[config.mk]
export PLATFORM = sky130hd
export DESIGN_NAME = matmul_sequencer
export DESIGN_NICKNAME = d
export VERILOG_FILES = /design/src/rtl/matmul_pkg.sv /design/src/rtl/matmul_sequencer_disp_scanner.sv /design/src/rtl/matmul_sequencer.sv
export SDC_FILE = /design/constraint.sdc
export NUM_CORES = 1
export LEC_CHECK = 0
export CELL_PAD_IN_SITES_DETAIL_PLACEMENT = 1
export CELL_PAD_IN_SITES_GLOBAL_PLACEMENT = 1
export CORE_UTILIZATION = 43
export CTS_CLUSTER_SIZE = 8
export DETAILED_ROUTE_END_ITERATION = 10
export HOLD_SLACK_MARGIN = 0.03
export PLACE_DENSITY = 0.83
export SYNTH_ARGS = -nofsm -noshare
export SYNTH_HDL_FRONTEND = slang
export SYNTH_SLANG_ARGS = --single-unit
[constraint.sdc]
create_clock -name clk -period 3.3 [get_ports clk]
set_clock_uncertainty 0.15 [all_clocks]
set_input_delay 0.66 -clock clk [delete_from_list [all_inputs] [get_ports clk]]
set_output_delay 0.66 -clock clk [all_outputs]
set_load 0.02 [all_outputs]
[src/rtl/matmul_pkg.sv]
// Shared definitions for the matmul run sequencer: FSM encoding, display depth
// and the C result bank bases in the display address space.
package matmul_pkg;

    typedef enum logic [2:0] {
        S_IDLE,
        S_INIT,
        S_SINGLE,
        S_SYS3,
        S_SYS2,
        S_DISPLAY,
        S_FINISH,
        S_ERR
    } state_t;

    localparam int         DISP_COUNT    = 12;
    localparam logic [3:0] DISP_LAST     = 4'(DISP_COUNT - 1);
    localparam logic [3:0] C_BASE_SINGLE = 4'd0;
    localparam logic [3:0] C_BASE_SYS3   = 4'd4;
    localparam logic [3:0] C_BASE_SYS2   = 4'd8;

    // Successor of each compute phase once its completion is seen.
    function automatic state_t next_phase(input state_t s);
        case (s)
            S_INIT:   return S_SINGLE;
            S_SINGLE: return S_SYS3;
            S_SYS3:   return S_SYS2;
            S_SYS2:   return S_DISPLAY;
            default:  return S_ERR;
        endcase
    endfunction

endpackage

[src/rtl/matmul_sequencer_disp_scanner.sv]
// Steps the display address 0..DISP_LAST while en is high, holding each value
// for 'hold' cycles; 'last' marks the final cycle of the final address.
module disp_scanner
    import matmul_pkg::*;
(
    input  logic        clk,
    input  logic        rst,
    input  logic        en,
    input  logic [15:0] hold,
    output logic [3:0]  sel,
    output logic        valid,
    output logic        last
);

    logic [15:0] hold_cnt;
    logic        hold_end;

    assign hold_end = ({1'b0, hold_cnt} + 17'd1) >= {1'b0, hold};
    assign last     = valid && (sel == DISP_LAST) && hold_end;

    always_ff @(posedge clk) begin
        if (rst || !en) begin
            valid    <= 1'b0;
            sel      <= 4'd0;
            hold_cnt <= '0;
        end else if (!valid) begin
            valid    <= 1'b1;
            sel      <= 4'd0;
            hold_cnt <= '0;
        end else if (hold_end) begin
            hold_cnt <= '0;
            // Drop valid in the same edge the FSM leaves DISPLAY, so sel never passes 11.
            if (sel == DISP_LAST) begin
                valid <= 1'b0;
                sel   <= 4'd0;
            end else begin
                sel <= sel + 4'd1;
            end
        end else begin
            hold_cnt <= hold_cnt + 16'd1;
        end
    end

endmodule

[src/rtl/matmul_sequencer.sv]
// Run sequencer: memory capture, three engine phases with per-phase timeout,
// then a display scan of the result banks and a one-cycle done pulse.
module matmul_sequencer
    import matmul_pkg::*;
#(
    parameter int TIMEOUT   = 64,
    parameter int DISP_HOLD = 4
) (
    input  logic       clk,
    input  logic       rst,
    input  logic       start_i,
    input  logic       done_save_to_external,
    input  logic       single_done_i,
    input  logic       sys3_done_i,
    input  logic       sys2_done_i,
    output logic       init_valid_i,
    output logic       single_valid_i,
    output logic       sys3_valid_i,
    output logic       sys2_valid_i,
    output logic [3:0] select_from_display,
    output logic       disp_valid_o,
    output logic       busy_o,
    output logic       done_o,
    output logic       error_o
);

    localparam logic [15:0] TO_LAST = 16'(TIMEOUT - 1);

    state_t      state;
    state_t      nxt;
    logic [15:0] phase_cnt;
    logic        phase_done;
    logic        scan_en;
    logic        scan_last;

    always_comb begin
        phase_done = 1'b0;
        case (state)
            S_INIT:   phase_done = done_save_to_external;
            S_SINGLE: phase_done = single_done_i;
            S_SYS3:   phase_done = sys3_done_i;
            S_SYS2:   phase_done = sys2_done_i;
            default:  phase_done = 1'b0;
        endcase
    end

    assign nxt = next_phase(state);
    // Start the scanner on the edge that enters DISPLAY so its outputs line up with the state.
    assign scan_en = (state == S_DISPLAY) || ((state == S_SYS2) && sys2_done_i);

    always_ff @(posedge clk) begin
        if (rst) begin
            state          <= S_IDLE;
            phase_cnt      <= '0;
            init_valid_i   <= 1'b0;
            single_valid_i <= 1'b0;
            sys3_valid_i   <= 1'b0;
            sys2_valid_i   <= 1'b0;
            busy_o         <= 1'b0;
            done_o         <= 1'b0;
            error_o        <= 1'b0;
        end else begin
            done_o <= 1'b0;
            case (state)
                S_IDLE: begin
                    if (start_i) begin
                        state        <= S_INIT;
                        phase_cnt    <= '0;
                        init_valid_i <= 1'b1;
                        busy_o       <= 1'b1;
                    end
                end
                S_INIT, S_SINGLE, S_SYS3, S_SYS2: begin
                    if (phase_done) begin
                        state          <= nxt;
                        phase_cnt      <= '0;
                        init_valid_i   <= 1'b0;
                        single_valid_i <= (nxt == S_SINGLE);
                        sys3_valid_i   <= (nxt == S_SYS3);
                        sys2_valid_i   <= (nxt == S_SYS2);
                    end else if (phase_cnt == TO_LAST) begin
                        state          <= S_ERR;
                        init_valid_i   <= 1'b0;
                        single_valid_i <= 1'b0;
                        sys3_valid_i   <= 1'b0;
                        sys2_valid_i   <= 1'b0;
                        busy_o         <= 1'b0;
                        error_o        <= 1'b1;
                    end else begin
                        phase_cnt <= phase_cnt + 16'd1;
                    end
                end
                S_DISPLAY: begin
                    if (scan_last) begin
                        state  <= S_FINISH;
                        done_o <= 1'b1;
                    end
                end
                S_FINISH: begin
                    state  <= S_IDLE;
                    busy_o <= 1'b0;
                end
                default: begin
                    state <= S_ERR;
                end
            endcase
        end
    end

    disp_scanner u_scan (
        .clk   (clk),
        .rst   (rst),
        .en    (scan_en),
        .hold  (16'(DISP_HOLD)),
        .sel   (select_from_display),
        .valid (disp_valid_o),
        .last  (scan_last)
    );

endmodule

==> results of run 1 <==
## report_power, final
part           switching, W  internal (W)
combinational      0.000389      0.000246
clock              0.000198      0.000245
sequential        0.0000818      0.000621
total              0.000669       0.00111
## worst register-to-register path, cell delays in order (launching register included)
cell and delay [ns]:
dfxtp_1 0.41, ha_1 0.41, nand3_1 0.16, o21ai_1 0.13, or3b_1 0.39, a2111oi_4 0.36
nand4_4 0.24, and4_4 0.27, o221a_1 0.26
## routing by layer
metal,vias to the layer above,track usage (%),part of all wire [%]
met5,-,0,0
met4,0,6.29,1.2
met3,7,4.07,2.6
met2,22,37.1,50
met1,994,24.6,46
li1,1002,-,-
## how the worst max path moves through the flow
stage | start | to | slack, ns | cells after the start
after global placement | sys3_done_i | phase_cnt[5]$_SDFFE_PP0P_ | 0.30 | 8
after floorplan | u_scan.hold_cnt[0]$_SDFF_PP0_ | state[1]$_SDFFE_PP0P_ | 0.76 | 9
final | u_scan.hold_cnt[0]$_SDFF_PP0_ | state[1]$_SDFFE_PP0P_ | 0.41 | 8
after CTS | u_scan.hold_cnt[0]$_SDFF_PP0_ | state[1]$_SDFFE_PP0P_ | 0.42 | 8
after detailed placement | sys3_done_i | phase_cnt[5]$_SDFFE_PP0P_ | 0.18 | 8
after global routing | u_scan.hold_cnt[0]$_SDFF_PP0_ | state[1]$_SDFFE_PP0P_ | 0.29 | 8
## placed cells by master (no fill, tap or decap), types with 2 or more instances in the layout
cell             Yosys  routed
dfxtp_1             47      47
nor2_1              32      32
clkdlybuf4s50_1      0      18
nand3_1             17      17
a21oi_1             16      16
nand2_1             15      15
conb_1               1      14
nor3_1              11      11
nand4_1              9       9
xnor2_1              8       8
nor2b_1              7       7
and3_1               7       7
o21ai_0              6       6
clkbuf_8             0       6
xor2_1               5       5
nand2b_1             4       4
buf_4                0       4
nor3b_1              3       3
inv_1                3       3
o21ai_1              3       3
nor4_1               3       3
a31oi_1              3       3
or3_1                3       3
mux2i_1              3       3
nand3b_1             3       3
ha_1                 3       3
o21a_1               2       2
and2_1               2       2
and4_4               2       2
and4_1               2       2
or3b_1               2       2
a211o_1              2       2
a41oi_1              2       2
o21bai_1             2       2
a21o_1               2       2
inv_2                2       2
a32oi_1              2       2
a21bo_1              2       2
## through the flow
stage          utilization, %  power [W]  hold WS, ns  instances  worst slack [ns]
6_report                 53.0    0.00178        0.321        366             0.410
5_1_grt                  53.0    0.00189        0.387        366             0.291
4_1_cts                  53.0    0.00180        0.330        366             0.424
3_5_place_dp             50.7    0.00135        0.309        358             0.178
3_3_place_gp             50.7    0.00133        0.302        358             0.301
2_1_floorplan               -    0.00115        0.316        274             0.756
## cell families after synthesis
| kind of cell | Yosys count |
|---|---|
| AO/OA/AOI/OAI | 53 |
| XOR/XNOR | 13 |
| adder cells (fa/ha/maj) | 3 |
| buffers and inverters | 13 |
| flip-flops | 47 |
| multiplexers | 3 |
| other | 1 |
| AND/OR/NAND/NOR | 128 |
## flip-flops by register name (all words and copies together) (netlist names)
name / flops
busy_o: 1
done_o: 1
error_o: 1
init_valid_i: 1
phase_cnt: 16
single_valid_i: 1
state: 3
sys2_valid_i: 1
sys3_valid_i: 1
u_scan.hold_cnt: 16
u_scan.sel: 4
u_scan.valid: 1
## final cells by class
type / instances / area (um2) / area share [%]
Multi-Input combinational cell: 214 / 1320 / 48.9
Sequential cell: 47 / 941 / 35.0
Timing Repair Buffer: 22 / 210 / 7.81
Tap cell: 70 / 87.6 / 3.26
Clock buffer: 6 / 82.6 / 3.07
Clock inverter: 2 / 35.0 / 1.30
Inverter: 5 / 18.8 / 0.698
==> results_dict.tcl, run 1 <==
set metrics [dict create \
    critPathMaxStageDelay_ns 0.41 \
    crit_path_start_kind "flop" \
    dr.pass1.iters 4 \
    crit_type "reg2reg" \
    clock_latency_ns 0.31 \
    postCtsResizedCells 0 \
    dp_hpwl_mm 3.93 \
    die-height_um 74.5 \
    antenna_found_initial 0 \
    p_leak_nw 0.999 \
    drv_cap 0 \
    synthTopCellsByCount "dfxtp_1, nor2_1, nand3_1" \
    hold_path.class "reg2reg" \
    required_ns 3.34 \
    synth_xor_area_share_pct 5.04 \
    ir_worst_vdd_mv 0.323 \
    overflow 0 \
    clk_pin_slew_ns 0.09 \
    grt_usage_pct 20.6 \
    cts_buffers 5 \
    crit_path_end_kind "flop" \
    crit_buf_inv 0 \
    fp.coreArea_mm2 0.00507 \
    wl_per_cell_um 14.7 \
    wl_mm 5.37 \
    final_area_mm2 0.00269 \
    rsz0062_at_grt "false" \
    reg2reg_depth 8 \
    drt_iter0_markers 120 \
    crit_chain "ha_1, nand3_1, o21ai_1, or3b_1, a2111oi_4, nand4_4, and4_4, o221a_1" \
    crit_fanout 10 \
    r2r_slack_ns 0.41 \
    cts_tree "done" \
    die_w_um 74.5 \
    tightest_slew_ns 0.722 \
    holdBufCountCts 0 \
    n_antenna_cell 0 \
    rows 26 \
    synth_top_cell_area_share_pct 41.7 \
    fin_crit_ns 2.89 \
    initial_core_util_pct 44.5 \
    synthMuxAreaShare_pct 1.33 \
    tns_ns 0 \
    yosys.area_share.simple_pct 31.2 \
    grt_pass1_wl_mm 8.75 \
    crit-reg2reg-launch "u_scan.hold_cnt[0]$_SDFF_PP0_" \
    drive_gt1_share_pct 7.09 \
    cp_top_family "simple AND/OR/NAND/NOR gates" \
    ant_nets 0 \
    hold_viol 0 \
    synth-async-reset-ratio_pct 0 \
    holdPathStages 2 \
    seq_area_frac_synth_pct 41.7 \
    min_to "error_o$_SDFFE_PP0P_" \
    yosys.area.top_type "dfxtp_1" \
    fin_crit_sh_pct 87.6 \
    yosys_warnings 0 \
    synth-compound-area-share_pct 16.7 \
    min_from "error_o$_SDFFE_PP0P_" \
    clock_sinks 47 \
    synth-seq-cells 47 \
    die-area_mm2 0.00554 \
    status "completed" \
    pin_count 19 \
    post-cts-setup-buffer-count 0 \
    slowest_stage "dfxtp_1" \
    synth_top_family_by_area "simple AND/OR/NAND/NOR gates" \
    place_area_mm2 0.00257 \
    yosysMostFrequentCell "dfxtp_1" \
    n_fill_cell 613 \
    syn_inst 261 \
    synth_fa_ha_area_share_pct 1.66 \
    clock_path_buffers 2 \
    synth.area.top_cells "dfxtp_1, nor2_1, nand3_1" \
    fmax_mhz 346 \
    place.gp.congestion 0.786 \
    synthFlopType "dfxtp_1" \
    synth_edf_count 0 \
    drcViolationCount 0 \
    grt_pass1_vias 1943 \
    syn_to_final_growth_pct 19.2 \
    fin_nets 305 \
    p_per_area_mw_per_mm2 662 \
    num_vias 2025 \
    slew_viol_final 0 \
    synth_area_mm2 0.00226 \
    synth.distinct_cells 55 \
    via_per_inst 5.53 \
    portBuffers 18 \
    cts_htree_levels 2 \
    r2r_end "state[1]$_SDFFE_PP0P_" \
    slew_headroom_pct 51.8 \
    setup_viol 0 \
    grt_max_degree 18 \
    worstPathArrival_ns 2.93 \
    root_buffer "clkbuf_8" \
    avgSynthCellArea_um2 8.65 \
]
Note: power is estimated with default switching activity, not from simulation.
==> run 2, diff against run 1 <==
- CORE_MARGIN: not set -> 3
- CTS_CLUSTER_DIAMETER: not set -> 30
==> run 2 against run 1 <==
Final cell count is 1.1% lower. Via count is 0.59% higher. Design area shrank 0.42%. First-iteration DRC count decreased by 0.83%. Worst setup slack worse by 0.012 ns. Critical path type unchanged. Hold slack better by 0.015 ns. Total power is 0.72% lower. Sequential cell count stayed put. Combinational power fell by 5.2%. Non-clock buffer count down 1. Clock power fell by 0.9%.
==> results_dict.tcl, run 2 (synthesis gave the netlist of run 1 again) <==
set metrics [dict create \
    finalWorstSetupSlack_ns 0.397 \
    tns_ns 0 \
    place_area_mm2 0.00256 \
    p_per_area_mw_per_mm2 660 \
    drive_gt1_share_pct 6.78 \
    worstPathArrival_ns 2.95 \
    n_antenna_cell 0 \
    fin_nets 304 \
    drt_iter0_markers 119 \
    clock_path_buffers 2 \
    portBuffers 18 \
    cts_buffers 5 \
    status "completed" \
    grt_pass1_vias 2056 \
    crit_chain "ha_1, nand3_1, o21ai_1, or3b_1, a2111oi_4, nand4_4, and4_4, o221a_1" \
    pin_count 19 \
    initial_core_util_pct 46.0 \
    dr.pass1.iters 4 \
    rows 25 \
    p_leak_nw 0.994 \
    via_per_inst 5.63 \
    fin_crit_sh_pct 88.0 \
    pre_cts_ws_ns 0.313 \
    hold_path.class "reg2reg" \
    mostFrequentLayoutCells "dfxtp_1, nor2_1, clkdlybuf4s50_1" \
    fmax_mhz 345 \
    die_w_um 78.5 \
    slowest_stage "ha_1" \
    fp.coreArea_mm2 0.00491 \
    setup_viol 0 \
    required_ns 3.35 \
    dp_hpwl_mm 3.95 \
    hold_viol 0 \
    drv_cap 0 \
    crit_type "reg2reg" \
    slew_headroom_pct 53.9 \
    clk_pin_slew_ns 0.09 \
    ant_nets 0 \
    num_vias 2037 \
    crit_path_start_kind "flop" \
    ir_worst_vdd_mv 0.268 \
    grt_pass1_wl_mm 9.43 \
    largestRegisters "phase_cnt (16), u_scan.hold_cnt (16), u_scan.sel (4)" \
    tightest_slew_ns 0.681 \
    die-area_mm2 0.00615 \
    cts_htree_levels 2 \
    die-height_um 78.5 \
    grt_usage_pct 18.9 \
    holdBufCountCts 0 \
    clock_sinks 47 \
    cts_tree "done" \
    overflow 0 \
    crit_fanout 10 \
    rsz0062_at_grt "false" \
    place.gp.congestion 0.787 \
    post-cts-setup-buffer-count 0 \
    slew_viol_final 0 \
    postCtsResizedCells 0 \
    crit_path_end_kind "flop" \
    wl_per_cell_um 14.8 \
    drcViolationCount 0 \
    clock_latency_ns 0.30 \
    syn_to_final_growth_pct 18.7 \
    wl_mm 5.34 \
    critPathMaxStageDelay_ns 0.43 \
    grt_max_degree 18 \
    root_buffer "clkbuf_8" \
    final_area_mm2 0.00268 \
    n_fill_cell 617 \
    final_common_cell "dfxtp_1" \
    fin_crit_ns 2.90 \
    antenna_found_initial 0 \
]
run 2: through the flow:
step	util, %	cells	hold slack, ns	power [W]
6_report	54.5	362	0.336	0.00177
5_1_grt	54.5	362	0.371	0.00189
4_1_cts	54.5	362	0.347	0.00178
3_5_place_dp	52.2	354	0.324	0.00133
3_3_place_gp	52.2	354	0.304	0.00132
2_1_floorplan	-	274	0.316	0.00115
run 2: area by class of cell:
cell class | instances | area [um2] | area share (%)
clock buffer | 6 | 82.6 | 3.08
clock inverter | 2 | 35.0 | 1.31
inverter | 5 | 18.8 | 0.701
multi-input combinational | 214 | 1320 | 49.1
sequential | 47 | 941 | 35.1
tap | 67 | 83.8 | 3.13
timing repair buffer | 21 | 203 | 7.57
run 2: final timing paths:
path / start / end / slack (ns) / cells after the start
max: u_scan.hold_cnt[0]$_SDFF_PP0_ / state[1]$_SDFFE_PP0P_ / 0.40 / 8
min: error_o$_SDFFE_PP0P_ / error_o$_SDFFE_PP0P_ / 0.34 / 2
max reg2reg: u_scan.hold_cnt[0]$_SDFF_PP0_ / state[1]$_SDFFE_PP0P_ / 0.40 / 8
min reg2reg: error_o$_SDFFE_PP0P_ / error_o$_SDFFE_PP0P_ / 0.34 / 2
run 2: where the power goes:
group	switching [W]	internal, W	leakage [nW]
clock	0.000194	0.000245	0.0612
sequential	0.000107	0.000621	0.385
combinational	0.000364	0.000237	0.547
run 2: critical path, delay by kind of cell (launching register included):
kind,cells,cell delay [ns]
AOI/OAI and AO/OA,3,0.74
DFF,1,0.42
adders and majority gates,1,0.43
and+or+nand+nor,4,1.06
run 2: layer usage:
layer / global-route usage, % / vias up / part of all wire [%] / wire length [um]
met2: 33.5 / 31 / 50 / 2690
met1: 22.7 / 991 / 46 / 2440
met5: 0 / - / 0 / 0
li1: - / 1000 / - / -
met3: 3.10 / 15 / 2.0 / 105
met4: 7.17 / 0 / 2.0 / 106
